File: config.mk
export PLATFORM = sky130hd
export DESIGN_NAME = east_link_rx_flat
export DESIGN_NICKNAME = d
export VERILOG_FILES = /design/src/rtl/east_link_if.sv /design/src/rtl/east_link_rx.sv /design/src/flat_wrapper.sv
export SDC_FILE = /design/constraint.sdc
export NUM_CORES = 1
export LEC_CHECK = 0
export ABC_AREA = 1
export BUFFER_PORTS_ARGS = -buffer_cell sky130_fd_sc_hd__buf_2
export CELL_PAD_IN_SITES_DETAIL_PLACEMENT = 0
export CELL_PAD_IN_SITES_GLOBAL_PLACEMENT = 2
export CORE_MARGIN = 5
export CORE_UTILIZATION = 38
export DETAILED_ROUTE_END_ITERATION = 6
export GPL_ROUTABILITY_DRIVEN = 0
export PLACE_DENSITY = 0.87
export SLEW_MARGIN = 20
export SYNTH_ARGS = -nofsm -noshare
export SYNTH_HDL_FRONTEND = slang
export SYNTH_SLANG_ARGS = --single-unit
File: constraint.sdc
create_clock -name clk -period 2.1 [get_ports clk]
set_input_delay 0 -clock clk [delete_from_list [all_inputs] [get_ports clk]]
set_output_delay 0 -clock clk [all_outputs]
set_load 0.02 [all_outputs]
File: src/rtl/east_link_if.sv
`default_nettype none
// +-------------------------------------------------------------------------+
// | east_link_if : one-direction flit link (valid/dest/payload + backpress)  |
// | Rev 1.0                                                                  |
// +-------------------------------------------------------------------------+
interface east_link_if #(
  parameter int X_W = 2,
  parameter int Y_W = 2,
  parameter int D_W = 8
);
  logic           v;
  logic [X_W-1:0] x;
  logic [Y_W-1:0] y;
  logic [D_W-1:0] d;
  logic           b;

  // master sources flits and observes backpressure; slave does the reverse
  modport master (output v, output x, output y, output d, input b);
  modport slave  (input v, input x, input y, input d, output b);
endinterface
`default_nettype wire

File: src/rtl/east_link_rx.sv
`default_nettype none
// +-------------------------------------------------------------------------+
// | east_link_rx : show-ahead flit FIFO between east link and local router  |
// | Rev 1.0                                                                  |
// +-------------------------------------------------------------------------+
module east_link_rx #(
  parameter int X_W   = 2,
  parameter int Y_W   = 2,
  parameter int D_W   = 8,
  parameter int DEPTH = 4
) (
  input  logic                       clk,
  input  logic                       rst,
  east_link_if.slave                 up,
  east_link_if.master                dn,
  output logic [$clog2(DEPTH):0]     count,
  output logic                       ovf
);
  localparam int c_ptr_w = $clog2(DEPTH);
  localparam int c_cnt_w = c_ptr_w + 1;
  localparam int c_ent_w = X_W + Y_W + D_W;
  localparam logic [c_cnt_w-1:0] c_full = c_cnt_w'(DEPTH);

  logic [c_ptr_w-1:0] wr_ptr_q, wr_ptr_d;
  logic [c_ptr_w-1:0] rd_ptr_q, rd_ptr_d;
  logic [c_cnt_w-1:0] count_q, count_d;
  logic               in_b_q, in_b_d;
  logic               ovf_q, ovf_d;
  logic               push, pop;
  logic [c_ent_w-1:0] mem_q [DEPTH];

  always_comb begin
    push     = up.v && !in_b_q;
    pop      = (count_q != '0) && !dn.b;
    wr_ptr_d = wr_ptr_q;
    rd_ptr_d = rd_ptr_q;
    count_d  = count_q;
    if (push) wr_ptr_d = wr_ptr_q + 1'b1;
    if (pop)  rd_ptr_d = rd_ptr_q + 1'b1;
    case ({push, pop})
      2'b10:   count_d = count_q + 1'b1;
      2'b01:   count_d = count_q - 1'b1;
      default: count_d = count_q;
    endcase
    // backpressure is registered from next occupancy so it never depends on this cycle's inputs
    in_b_d = (count_d == c_full);
    ovf_d  = ovf_q | (up.v & in_b_q);
  end

  always_ff @(posedge clk or posedge rst) begin
    if (rst) begin
      wr_ptr_q <= '0;
      rd_ptr_q <= '0;
      count_q  <= '0;
      in_b_q   <= 1'b0;
      ovf_q    <= 1'b0;
    end else begin
      wr_ptr_q <= wr_ptr_d;
      rd_ptr_q <= rd_ptr_d;
      count_q  <= count_d;
      in_b_q   <= in_b_d;
      ovf_q    <= ovf_d;
    end
  end

  always_ff @(posedge clk) begin
    if (push) mem_q[wr_ptr_q] <= {up.x, up.y, up.d};
  end

  assign up.b                 = in_b_q;
  assign dn.v                 = (count_q != '0);
  assign {dn.x, dn.y, dn.d}   = mem_q[rd_ptr_q];
  assign count                = count_q;
  assign ovf                  = ovf_q;
endmodule
`default_nettype wire
File: src/flat_wrapper.sv
// flat-port wrapper written by rule: the top's interface ports become plain ports
module east_link_rx_flat 
#(
  parameter int X_W   = 2,
  parameter int Y_W   = 2,
  parameter int D_W   = 8,
  parameter int DEPTH = 4
)
  (clk, rst, count, ovf, up_v, up_x, up_y, up_d, up_b, dn_v, dn_x, dn_y, dn_d, dn_b);
  east_link_if #(.X_W(X_W), .Y_W(Y_W), .D_W(D_W)) up_i ();
  east_link_if #(.X_W(X_W), .Y_W(Y_W), .D_W(D_W)) dn_i ();
  input  logic clk;
  input  logic rst;
  output logic [$clog2(DEPTH):0] count;
  output logic ovf;
  input wire logic [$bits(up_i.v)-1:0] up_v;
  input wire logic [$bits(up_i.x)-1:0] up_x;
  input wire logic [$bits(up_i.y)-1:0] up_y;
  input wire logic [$bits(up_i.d)-1:0] up_d;
  output wire logic [$bits(up_i.b)-1:0] up_b;
  output wire logic [$bits(dn_i.v)-1:0] dn_v;
  output wire logic [$bits(dn_i.x)-1:0] dn_x;
  output wire logic [$bits(dn_i.y)-1:0] dn_y;
  output wire logic [$bits(dn_i.d)-1:0] dn_d;
  input wire logic [$bits(dn_i.b)-1:0] dn_b;
  assign up_i.v = up_v;
  assign up_i.x = up_x;
  assign up_i.y = up_y;
  assign up_i.d = up_d;
  assign up_b = up_i.b;
  assign dn_v = dn_i.v;
  assign dn_x = dn_i.x;
  assign dn_y = dn_i.y;
  assign dn_d = dn_i.d;
  assign dn_i.b = dn_b;
  east_link_rx #(.X_W(X_W), .Y_W(Y_W), .D_W(D_W), .DEPTH(DEPTH)) u_core (.clk(clk), .rst(rst), .up(up_i), .dn(dn_i), .count(count), .ovf(ovf));
endmodule
Word level (Yosys, flattened, before mapping)
Memories as Yosys holds them, arrays and structs flattened.
Cells that the tools add are included.
{"block": "totals", "latch_bits": 0, "ram_bits": 48, "elab_cells": 23, "register_bits": 9, "romBits": 0, "out_inout_bits": 18, "input_bits": 16, "memories": 1}
{"block": "op_classes", "eq_ne": 3, "n_reduce_logical": 5, "add_sub_neg": 4, "n_mul": 0, "div_mod_pow": 0, "magnitude_cmp": 0, "shift": 0, "muxes": 3, "bitwise": 2}
{"name": "u_core.mem_q", "words": 4, "width": 12, "read_ports": 1, "rd_clocked_by_memory_dff": 0, "write_ports": 1, "line_no": "east_link_rx.sv:30", "rtl": "logic [c_ent_w-1:0] mem_q [DEPTH];"}
{"op": "case mux 3 bit (2 select lines)", "count": 1}
{"op": "adder 2 x 1 -> 2 bit (second input constant)", "count": 2}
{"op": "adder 3 x 1 -> 3 bit (second input constant)", "count": 1}
{"op": "== test 3 bit (second input constant)", "count": 1}
{"op": "nonzero test 3 bit", "count": 1}
{"op": "subtractor 3 x 1 -> 3 bit (second input constant)", "count": 1}
{"op": "== test 2 x 1 -> 1 bit (second input constant)", "count": 1}
{"op": "== test 2 bit (second input constant)", "count": 1}
{"op": "logical AND 1 bit", "count": 2}
{"op": "zero test 1 bit", "count": 2}
{"op": "2-to-1 mux 1 bit", "count": 2}
{"op": "bitwise AND 1 bit", "count": 1}
{"op": "OR 1 bit", "count": 1}

Logic depth before layout (Yosys ltp)
Gate-level depths: netlist of the first run.
{"block": "depth", "ltp_word": 5, "mapped_depth": 12, "ltp_nobuf": 12}

Worst setup path after synthesis of the first run
OpenSTA, ideal clock, no wires.
{"block": "synth_path", "kind": "register -> register", "startpoint": "register u_core.count_q[0] (netlist: u_core.count[0])", "endpoint": "register u_core.in_b_q (netlist: u_core.up.b)", "setup_time_ns": 0.122, "stages_incl_launch_ff": 12, "path_buffers": 0, "setup_slack_ns": 0.008, "required_ns": 1.978, "period_less_slack_ns": 2.092, "arrival_time_ns": 1.970, "cell_sequence": "dfrtp_1 -> inv_1 -> nand3_1 -> nand2_1 -> inv_1 -> ha_1 -> inv_1 -> fa_1 -> nand2_1 -> o21ai_0 -> nand3_1 -> a21oi_1"}
{"block": "synth_between", "elab_chain_len": 5, "elab_cells_between_ends": 8, "classes_between": "add/sub: 2; eq/ne: 3; mux: 1; reduce/logical: 2"}
{"item": "start: declaration", "line_no": "east_link_rx.sv:26", "rtl": "logic [c_cnt_w-1:0] count_q, count_d;"}
{"item": "start signal: assignment", "line_no": "east_link_rx.sv:60", "rtl": "count_q <= count_d;"}
{"item": "nonzero test 3 bit *"}
{"item": "via dn_v", "line_no": "flat_wrapper.sv:21", "rtl": "output wire logic [$bits(dn_i.v)-1:0] dn_v;"}
{"item": "logical AND 1 bit *", "line_no": "east_link_rx.sv:34", "rtl": "pop = (count_q != '0) && !dn.b;"}
{"item": "via u_core.pop", "line_no": "east_link_rx.sv:29", "rtl": "logic push, pop;"}
{"item": "== test 2 x 1 -> 1 bit or == test 2 bit (tied branches)", "line_no": "east_link_rx.sv:40", "rtl": "case ({push, pop})"}
{"item": "case mux 3 bit (2 select lines) *", "line_no": "east_link_rx.sv:40"}
{"item": "== test 3 bit *", "line_no": "east_link_rx.sv:46", "rtl": "in_b_d = (count_d == c_full);"}
{"item": "via u_core.in_b_d", "line_no": "east_link_rx.sv:27", "rtl": "logic in_b_q, in_b_d;"}
{"item": "end signal: assignment", "line_no": "east_link_rx.sv:61", "rtl": "in_b_q <= in_b_d;"}
{"item": "end: declaration", "line_no": "east_link_rx.sv:27"}
Mark *: on every way through the listed nets, which the timed path passes. The rest lies on a longest branch.
A chain may end at the register's enable or synchronous reset.

Final worst setup path of the first run
{"block": "layout_path", "startpoint": "register u_core.count_q[1] (netlist: u_core.count[1])", "endpoint": "register u_core.in_b_q (netlist: u_core.up.b)"}
{"block": "layout_between", "elab_chain_len": 5, "elab_cells_between_ends": 8, "classes_between": "add/sub: 2; eq/ne: 3; mux: 1; reduce/logical: 2"}
{"item": "nonzero test 3 bit *", "line_no": "east_link_rx.sv:34"}
{"item": "logical AND 1 bit *", "line_no": "east_link_rx.sv:34"}
{"item": "via u_core.pop", "line_no": "east_link_rx.sv:29"}
{"item": "== test 2 x 1 -> 1 bit or == test 2 bit (tied branches)", "line_no": "east_link_rx.sv:40"}
{"item": "case mux 3 bit (2 select lines) *", "line_no": "east_link_rx.sv:40"}
{"item": "== test 3 bit *", "line_no": "east_link_rx.sv:46"}
{"item": "via u_core.in_b_d", "line_no": "east_link_rx.sv:27"}
Marks and branches as above.

==> impl_metrics.toml, run 1 <==
[grt]
grt_use_total = 0.1292
overflow = 0
antenna_found_initial = 0
grt_max_degree = 27
grt_pass1_wl_um = 7127
grt_pass1_vias = 1486

[logic_synthesis]
synth-compound-area-share = 0.09759
synth-simple-area-share = 0.07730
ys_seq_area_frac = 0.7303
synth.mux.area_fraction = 0
syn_area_per_cell_um2 = 12.97
netlist_instances = 176
synth_top_family_by_area = "compound AO/OA/AOI/OAI gates"
synth_top_area_frac = 0.6316
synth_warnings = 0
synth_xor_area_frac = 0.007675
synth.area.top_cells = "edfxtp_1 63%, dfrtp_1 9.9%, nor2_1 4.8%"
yosysTopAreaCell = "edfxtp_1"
yosysUniqueCellTypes = 19
syn_nets = 198
netlist_area_um2 = 2282
synthAdderAreaFrac = 0.03618
yosys_register_bits = 57

[clocking]
h-tree-depth = 3
cts_tree = "done"
post_cts_buffers = 0
cts_buffer_depth = 2
cts_buffers = 9
cts_sinks = 57
cts.clk_slew.worst_paths_ps = 60
root_buffer = "clkbuf_8"
clkLatencyLatePin_ps = 330

[timing]
layout_min_cycle_time_ps = 1882
fin_ws_ps = 217.8
slew_violations = 0
hold_viol_final = 0
skew_ps = 6.737
fin_tns_setup_ps = 0
relSlewSlack = 0.6931
rsz0062_at_grt = "false"
setup_viol = 0
fin_crit_sh = 0.8963
worst_pin_slew_ps = 459.7
maxClockFrequency_mhz = 531.3
worst_hold_slack_ps = 179.6

[layout]
antenna_cells = 0
drive_above_1_share = 0.2355
final_core_util = 0.4881
most-common-layout-cells = "48 x edfxtp_1, 33 x buf_2, 29 x nor2_1, 19 x o21ai_0, 17 x inv_1"
areaGrowthSynthToFinish_pct = 25.88
nets = 259
final_common_cell = "edfxtp_1"

[outcome]
status = "finished, final reports clean"

[detailed_routing]
postRouteAntennaNets = 0
drc = 0
totalWireLength_um = 4409
first_iter_violations = 92
vias = 1484
wire_per_inst_um = 13.91
viasPerCell = 4.681
first_pass_iters = 5

[critical_path]
crit_top_cell = "inv_1"
cp_cell_sequence = "inv_1, nand3_1, nand2_2, inv_1, ha_1, inv_1, fa_1, nand2_1, o21ai_0, nand3_1, a21oi_1"
arrival_ps = 2100
path_max_fanout = 3
critPathSlowestCell = "fa_1"
cp.required_ps = 2310
cp_num_buf_inv = 3
critPathCaptureType = "flop"
cpPeakStageDelay_ps = 400
start_kind = "flop"
critical_path_class = "flop to flop"
path_delay_family = "adder cells"

[floorplanning]
fp.dieH_um = 87.50
start_util = 0.3878
num_rows = 28
dieArea_um2 = 7655
die_w_um = 87.50
core_area_um2 = 5886
io_pins = 34

[pwr]
p_leak_nw = 1.139
power.density_nw_per_um2 = 1427
ir_drop_uv = 532.1
finalPower_mw = 4.099

[worst_hold_path]
hold_class = "primary input to asynchronous set/reset pin"

[placement]
pre_cts_slack_ps = 199.1
io_buffer_count = 33
dp_hpwl_um = 2705

[flow_run]
maxCapViolations = 0
-- worst paths after layout --
kind	startpoint	to	slack (ps)	cells after the start
max	u_core.count[1]$_DFF_PP0_	u_core.up.b$_DFF_PP0_	220	11
min	rst	u_core.rd_ptr_q[1]$_DFFE_PP0P_	180	3
max reg2reg	u_core.count[1]$_DFF_PP0_	u_core.up.b$_DFF_PP0_	220	11
min reg2reg	u_core.ovf$_DFF_PP0_	u_core.ovf$_DFF_PP0_	450	1
max in group asynchronous	rst	u_core.count[0]$_DFF_PP0_	1650	3
min in group clk	up_d[1]	u_core.mem_q[0][1]$_DFFE_PP_	420	2
-- tightest hold or removal path, stage by stage --
cell and delay [ps]:
dlygate4sd3_1 530, buf_2 110, inv_1 280
-- stage by stage --
step / cell area, um^2 / cells
final: 2873 / 317
after global routing: 2873 / 317
after CTS: 2870 / 317
after detailed placement: 2556 / 286
after global placement: 2556 / 286
after floorplan: 2282 / 176
-- cell families (layout without fill, tap and decap cells) --
logic type,count (synthesis),after routing
DFF,57,57
and+or+nand+nor,45,45
AOI/OAI and AO/OA,41,41
buffers and inverters,25,91
adders and majority gates,6,6
xor gates and xnor gates,2,2
-- cell type report --
class / instances / area (um^2)
fill: 536 / 3013
sequential: 57 / 1667
multi-input combinational: 94 / 501.7
timing repair buffer: 56 / 375.4
clock buffer: 11 / 131.4
tap: 75 / 93.84
inverter: 19 / 71.32
clock inverter: 5 / 32.53
-- power by group --
group / switching (mW) / leakage (nW) / total, mW / internal (mW)
combinational: 1.12 / 0.517 / 1.66 / 0.539
clock: 0.406 / 0.0770 / 0.829 / 0.423
sequential: 0.0893 / 0.545 / 1.61 / 1.52
total: 1.62 / 1.14 / 4.10 / 2.48
-- registers in the layout, summed over array words and instances, names as in the netlist --
signal           count
u_core.wr_ptr_q      2
u_core.ovf           1
u_core.rd_ptr_q      2
u_core.count         3
u_core.mem_q        48
u_core.up.b          1
-- what timing repair did --
| action | 4_1_cts | 5_1_grt |
|---|---|---|
| endpoints found under the hold margin | 59 | 0 |
| hold buffers | 15 | 0 |
| endpoints found under the setup margin | 0 | 1 |
| resized for setup | 0 | 2 |
-- cell usage after synthesis, drive strengths merged --
cell and instances:
edfxtp 48, nor2 29, o21ai 26, inv 19
o22ai 12, nand2 11, dfrtp 9, buf 6
ha 5, nand3 4, a21oi 2, xor2 2
a21o 1, fa 1, nand4 1
-- routing by layer --
| layer | routed length (um) | share of wire | GRT usage |
|---|---|---|---|
| met4 | 140 | 0.032 | 0.08787 |
| met1 | 1827 | 0.41 | 0.1477 |
| met2 | 2239 | 0.51 | 0.2123 |
| met3 | 201 | 0.046 | 0.03122 |
| met5 | 0 | 0 | 0 |
(Power assumes the default switching activity.)
==> run 2: changes to the inputs <==
CORE_UTILIZATION = 34   (was 38)
HOLD_SLACK_MARGIN = 0.08   (was unset)
PLACE_DENSITY = 0.83   (was 0.87)
clock period = 1.62 ns   (was 2.1 ns; I/O delays follow)
==> impl_metrics.toml, run 2 (synthesis gave the netlist of run 1 again) <==
[timing]
slew_violations = 0
fin_ws_ps = -94.00
hold_viol_final = 0
worst_pin_slew_ps = 376.2
rsz0062_at_grt = "true"
skew_ps = 8.802
fin_crit_sh = 1.058
layout_min_cycle_time_ps = 1714
setup_viol = 1
relSlewSlack = 0.7489
worst_hold_slack_ps = 188.7
maxClockFrequency_mhz = 583.4

[detailed_routing]
first_iter_violations = 42
vias = 1538
drc = 0
totalWireLength_um = 4673
wire_per_inst_um = 13.95
first_pass_iters = 4
postRouteAntennaNets = 0
viasPerCell = 4.591

[layout]
final_common_cell = "edfxtp_1"
most-common-layout-cells = "48 x edfxtp_1, 33 x buf_2, 29 x nor2_1, 24 x buf_4, 18 x o21ai_0"
areaGrowthSynthToFinish_pct = 33.72
largest_reg_flops = 48
final_core_util = 0.4752
num-fill-cells = 590
finalInstanceArea_um2 = 3052
nets = 276
top_register = "u_core.mem_q"
antenna_cells = 0
drive_above_1_share = 0.3411

[floorplanning]
start_util = 0.3553
core_area_um2 = 6422
die_w_um = 91.93
fp.dieH_um = 91.93
num_rows = 29
io_pins = 34
dieArea_um2 = 8451

[placement]
pre_cts_slack_ps = -116.2
dp_hpwl_um = 2942
place_area_um2 = 2689
io_buffer_count = 33

[clocking]
h-tree-depth = 3
clkLatencyLatePin_ps = 320
cts.clk_slew.worst_paths_ps = 60
cts_buffers = 9
cts_buffer_depth = 2
root_buffer = "clkbuf_8"
cts_sinks = 57
cts_tree = "done"

[critical_path]
path_max_fanout = 2
critPathCaptureType = "flop"
cpPeakStageDelay_ps = 480
reg2regPathDepth = 11
r2r-end = "u_core.up.b$_DFF_PP0_"
cp.required_ps = 1860
r2r-start = "u_core.count[1]$_DFF_PP0_"
critical_path_class = "flop to flop"
crit_top_cell = "inv_2"
startpoint = "u_core.count[1]$_DFF_PP0_"
critPathSlowestCell = "fa_1"
arrival_ps = 1960
reg2reg_slack_ps = -90
cp_cell_sequence = "inv_2, nand3_4, nand2_4, inv_4, ha_4, inv_2, fa_1, nand2_1, o21ai_2, nand3_2, a21oi_2"
cp-endpoint = "u_core.up.b$_DFF_PP0_"
start_kind = "flop"

[pwr]
p_leak_nw = 1.223
ir_drop_uv = 880.3
finalPower_mw = 5.686
power.density_nw_per_um2 = 1863

[outcome]
violations = "setup timing"
status = "finished, violations left"

[grt]
overflow = 0
grt_max_degree = 27
grt_pass1_vias = 1607
grt_use_total = 0.1178
antenna_found_initial = 0
grt_pass1_wl_um = 7486

[worst_hold_path]
hold_class = "primary input to asynchronous set/reset pin"

[flow_run]
maxCapViolations = 0
-- run 2: report_power, final --
| part | switching [mW] | internal [mW] | total [mW] |
|---|---|---|---|
| Combinational | 1.60 | 0.956 | 2.56 |
| Clock | 0.505 | 0.520 | 1.03 |
| Sequential | 0.127 | 1.98 | 2.10 |
| Total | 2.23 | 3.45 | 5.69 |
-- run 2: how the worst min path moves through the flow --
| stage | from | end |
|---|---|---|
| 3_3_place_gp | rst | u_core.ovf$_DFF_PP0_ |
| 4_1_cts | rst | u_core.ovf$_DFF_PP0_ |
| 3_5_place_dp | rst | u_core.ovf$_DFF_PP0_ |
| 2_1_floorplan | rst | u_core.ovf$_DFF_PP0_ |
| 6_report | rst | u_core.ovf$_DFF_PP0_ |
| 5_1_grt | rst | u_core.ovf$_DFF_PP0_ |
-- run 2: timing repair --
action	4_1_cts	5_1_grt
setup endpoints to repair	1	11
buffers inserted	1	4
gates cloned	0	0
hold buffers	15	0
hold endpoints to repair	59	0
gates resized for setup	3	5
pin swaps	2	0
-- run 2: final cells by class --
cell class	instances	area, um^2	share of cell area
inverter	19	80.08	0.02624
tap	77	96.34	0.03157
clock inverter	6	26.28	0.008610
multi-input combinational	94	546.8	0.1792
timing repair buffer	73	506.7	0.1661
clock buffer	9	123.9	0.04059
sequential	57	1672	0.5478
-- run 2: routing by layer --
| metal | track usage | vias to the layer above | wire length (um) |
|---|---|---|---|
| met5 | 0 | - | 0 |
| met3 | 0.02619 | 10 | 161 |
| li1 | - | 773 | - |
| met4 | 0.06931 | 0 | 112 |
| met1 | 0.1344 | 727 | 2002 |
| met2 | 0.2026 | 28 | 2396 |
-- run 2: stage by stage --
stage                     setup TNS, ps  cells
after global routing             -309.2    335
after floorplan                  -748.0    176
after CTS                        -77.16    331
after detailed placement         -116.2    300
final                            -94.00    335
after global placement           -15.00    300
-- run 2: critical path, delay by kind of cell (launching register included) --
family	cells	cell delay [ps]
simple gates	4	300
fa+ha+maj	2	610
buf+inv	3	150
compound gates	2	200
flops	1	370
==> run 3: changes to the inputs <==
MAX_ROUTING_LAYER = met4   (was unset)
==> impl_metrics.toml, run 3 (synthesis gave the netlist of run 1 again) <==
[layout]
nets = 276
areaGrowthSynthToFinish_pct = 33.72
num-fill-cells = 590
top_register = "u_core.mem_q"
final_common_cell = "edfxtp_1"
antenna_cells = 0
largest_reg_flops = 48
finalInstanceArea_um2 = 3052
most-common-layout-cells = "48 x edfxtp_1, 33 x buf_2, 29 x nor2_1, 24 x buf_4, 18 x o21ai_0"
fin_cells = 335
drive_above_1_share = 0.3411

[grt]
grt_pass1_wl_um = 7486
grt_pass1_vias = 1611
overflow = 0
antenna_found_initial = 0
grt_use_total = 0.1213
grt_max_degree = 27

[pwr]
p_leak_nw = 1.223
ir_drop_uv = 879.5
power.density_nw_per_um2 = 1862

[placement]
pre_cts_slack_ps = -116.2
dp.cells = 300
place_area_um2 = 2689
dp_hpwl_um = 2942
io_buffer_count = 33

[detailed_routing]
postRouteAntennaNets = 0
viasPerCell = 4.564
first_pass_iters = 4
drc = 0
totalWireLength_um = 4681
first_iter_violations = 64
wire_per_inst_um = 13.97
vias = 1529

[floorplanning]
fp.dieH_um = 91.93
dieArea_um2 = 8451
num_rows = 29
io_pins = 34
start_util = 0.3553
core_area_um2 = 6422
die_w_um = 91.93

[timing]
layout_min_cycle_time_ps = 1714
rsz0062_at_grt = "true"
relSlewSlack = 0.7488
slew_violations = 0
skew_ps = 8.536
setup_viol = 1
fin_ws_ps = -93.85
hold_viol_final = 0
fin_crit_sh = 1.058
worst_pin_slew_ps = 376.3
maxClockFrequency_mhz = 583.5

[critical_path]
r2r-start = "u_core.count[1]$_DFF_PP0_"
start_kind = "flop"
path_max_fanout = 2
arrival_ps = 1960
r2r-end = "u_core.up.b$_DFF_PP0_"
critical_path_class = "flop to flop"
reg2reg_slack_ps = -90
reg2regPathDepth = 11
critPathCaptureType = "flop"
cp.required_ps = 1860

[flow_run]
maxCapViolations = 0

[clocking]
h-tree-depth = 3
clkLatencyLatePin_ps = 320
cts_tree = "done"
cts.clk_slew.worst_paths_ps = 60
cts_buffers = 9
cts_buffer_depth = 2
root_buffer = "clkbuf_8"
cts_sinks = 57

[outcome]
status = "finished, violations left"
violations = "setup timing"

[worst_hold_path]
hold_class = "primary input to asynchronous set/reset pin"
## run 3: cell counts in the layout (fill, tap and decap cells not counted)
No cell type changed its count.
## run 3: power by group
part           switching (mW)  total (mW)  internal (mW)
sequential              0.127        2.10           1.98
combinational            1.60        2.56          0.956
clock                   0.505        1.02          0.520
## run 3: routing by layer
layer  routed length, um  GRT usage  vias to the layer above
met5                   0          -                        -
met2                2400     0.2019                       24
met3                 154    0.02619                       10
met1                2014     0.1349                      721
li1                    -          -                      774
met4                 112    0.06931                        0
## run 3: worst max-delay path: stages, from the launching register on
cell	delay (ps)
dfrtp_2	370
inv_2	50
nand3_4	90
nand2_4	60
inv_4	60
ha_4	130
inv_2	40
fa_1	480
nand2_1	60
o21ai_2	70
nand3_2	90
a21oi_2	130
## run 3: final cells by class
type	instances	area, um^2	area share
Inverter	19	80.08	0.02624
Clock buffer	9	123.9	0.04059
Timing Repair Buffer	73	506.7	0.1661
Clock inverter	6	26.28	0.008610
Tap cell	77	96.34	0.03157
Multi-Input combinational cell	94	546.8	0.1792
Sequential cell	57	1672	0.5478
## run 3: repair_timing
item	in CTS	in global routing
hold endpoints to repair	59	0
setup buffers	1	4
setup endpoints to repair	1	11
resized for setup	3	5
hold buffers	15	0
pin swaps	2	0
## run 3: worst max path at each step
stage	cells after the start	from	to	slack (ps)
after floorplan	11	u_core.count[0]$_DFF_PP0_	u_core.up.b$_DFF_PP0_	-150
after global placement	11	u_core.count[1]$_DFF_PP0_	u_core.up.b$_DFF_PP0_	-20
after detailed placement	11	u_core.count[0]$_DFF_PP0_	u_core.up.b$_DFF_PP0_	-120
after CTS	11	u_core.count[1]$_DFF_PP0_	u_core.up.b$_DFF_PP0_	-80
after global routing	10	u_core.count[1]$_DFF_PP0_	u_core.up.b$_DFF_PP0_	-170
final	11	u_core.count[1]$_DFF_PP0_	u_core.up.b$_DFF_PP0_	-90
## run 3: through the flow
step                        util  total power [mW]  setup TNS [ps]  hold slack, ps
after floorplan                -             3.668          -748.0          -172.4
after global placement    0.4187             4.503          -15.00          -8.867
after detailed placement  0.4187             4.531          -116.2          -11.19
after CTS                 0.4685             5.650          -77.16           182.5
after global routing      0.4752             6.067          -309.2           228.0
final                     0.4752             5.683          -93.85           189.2
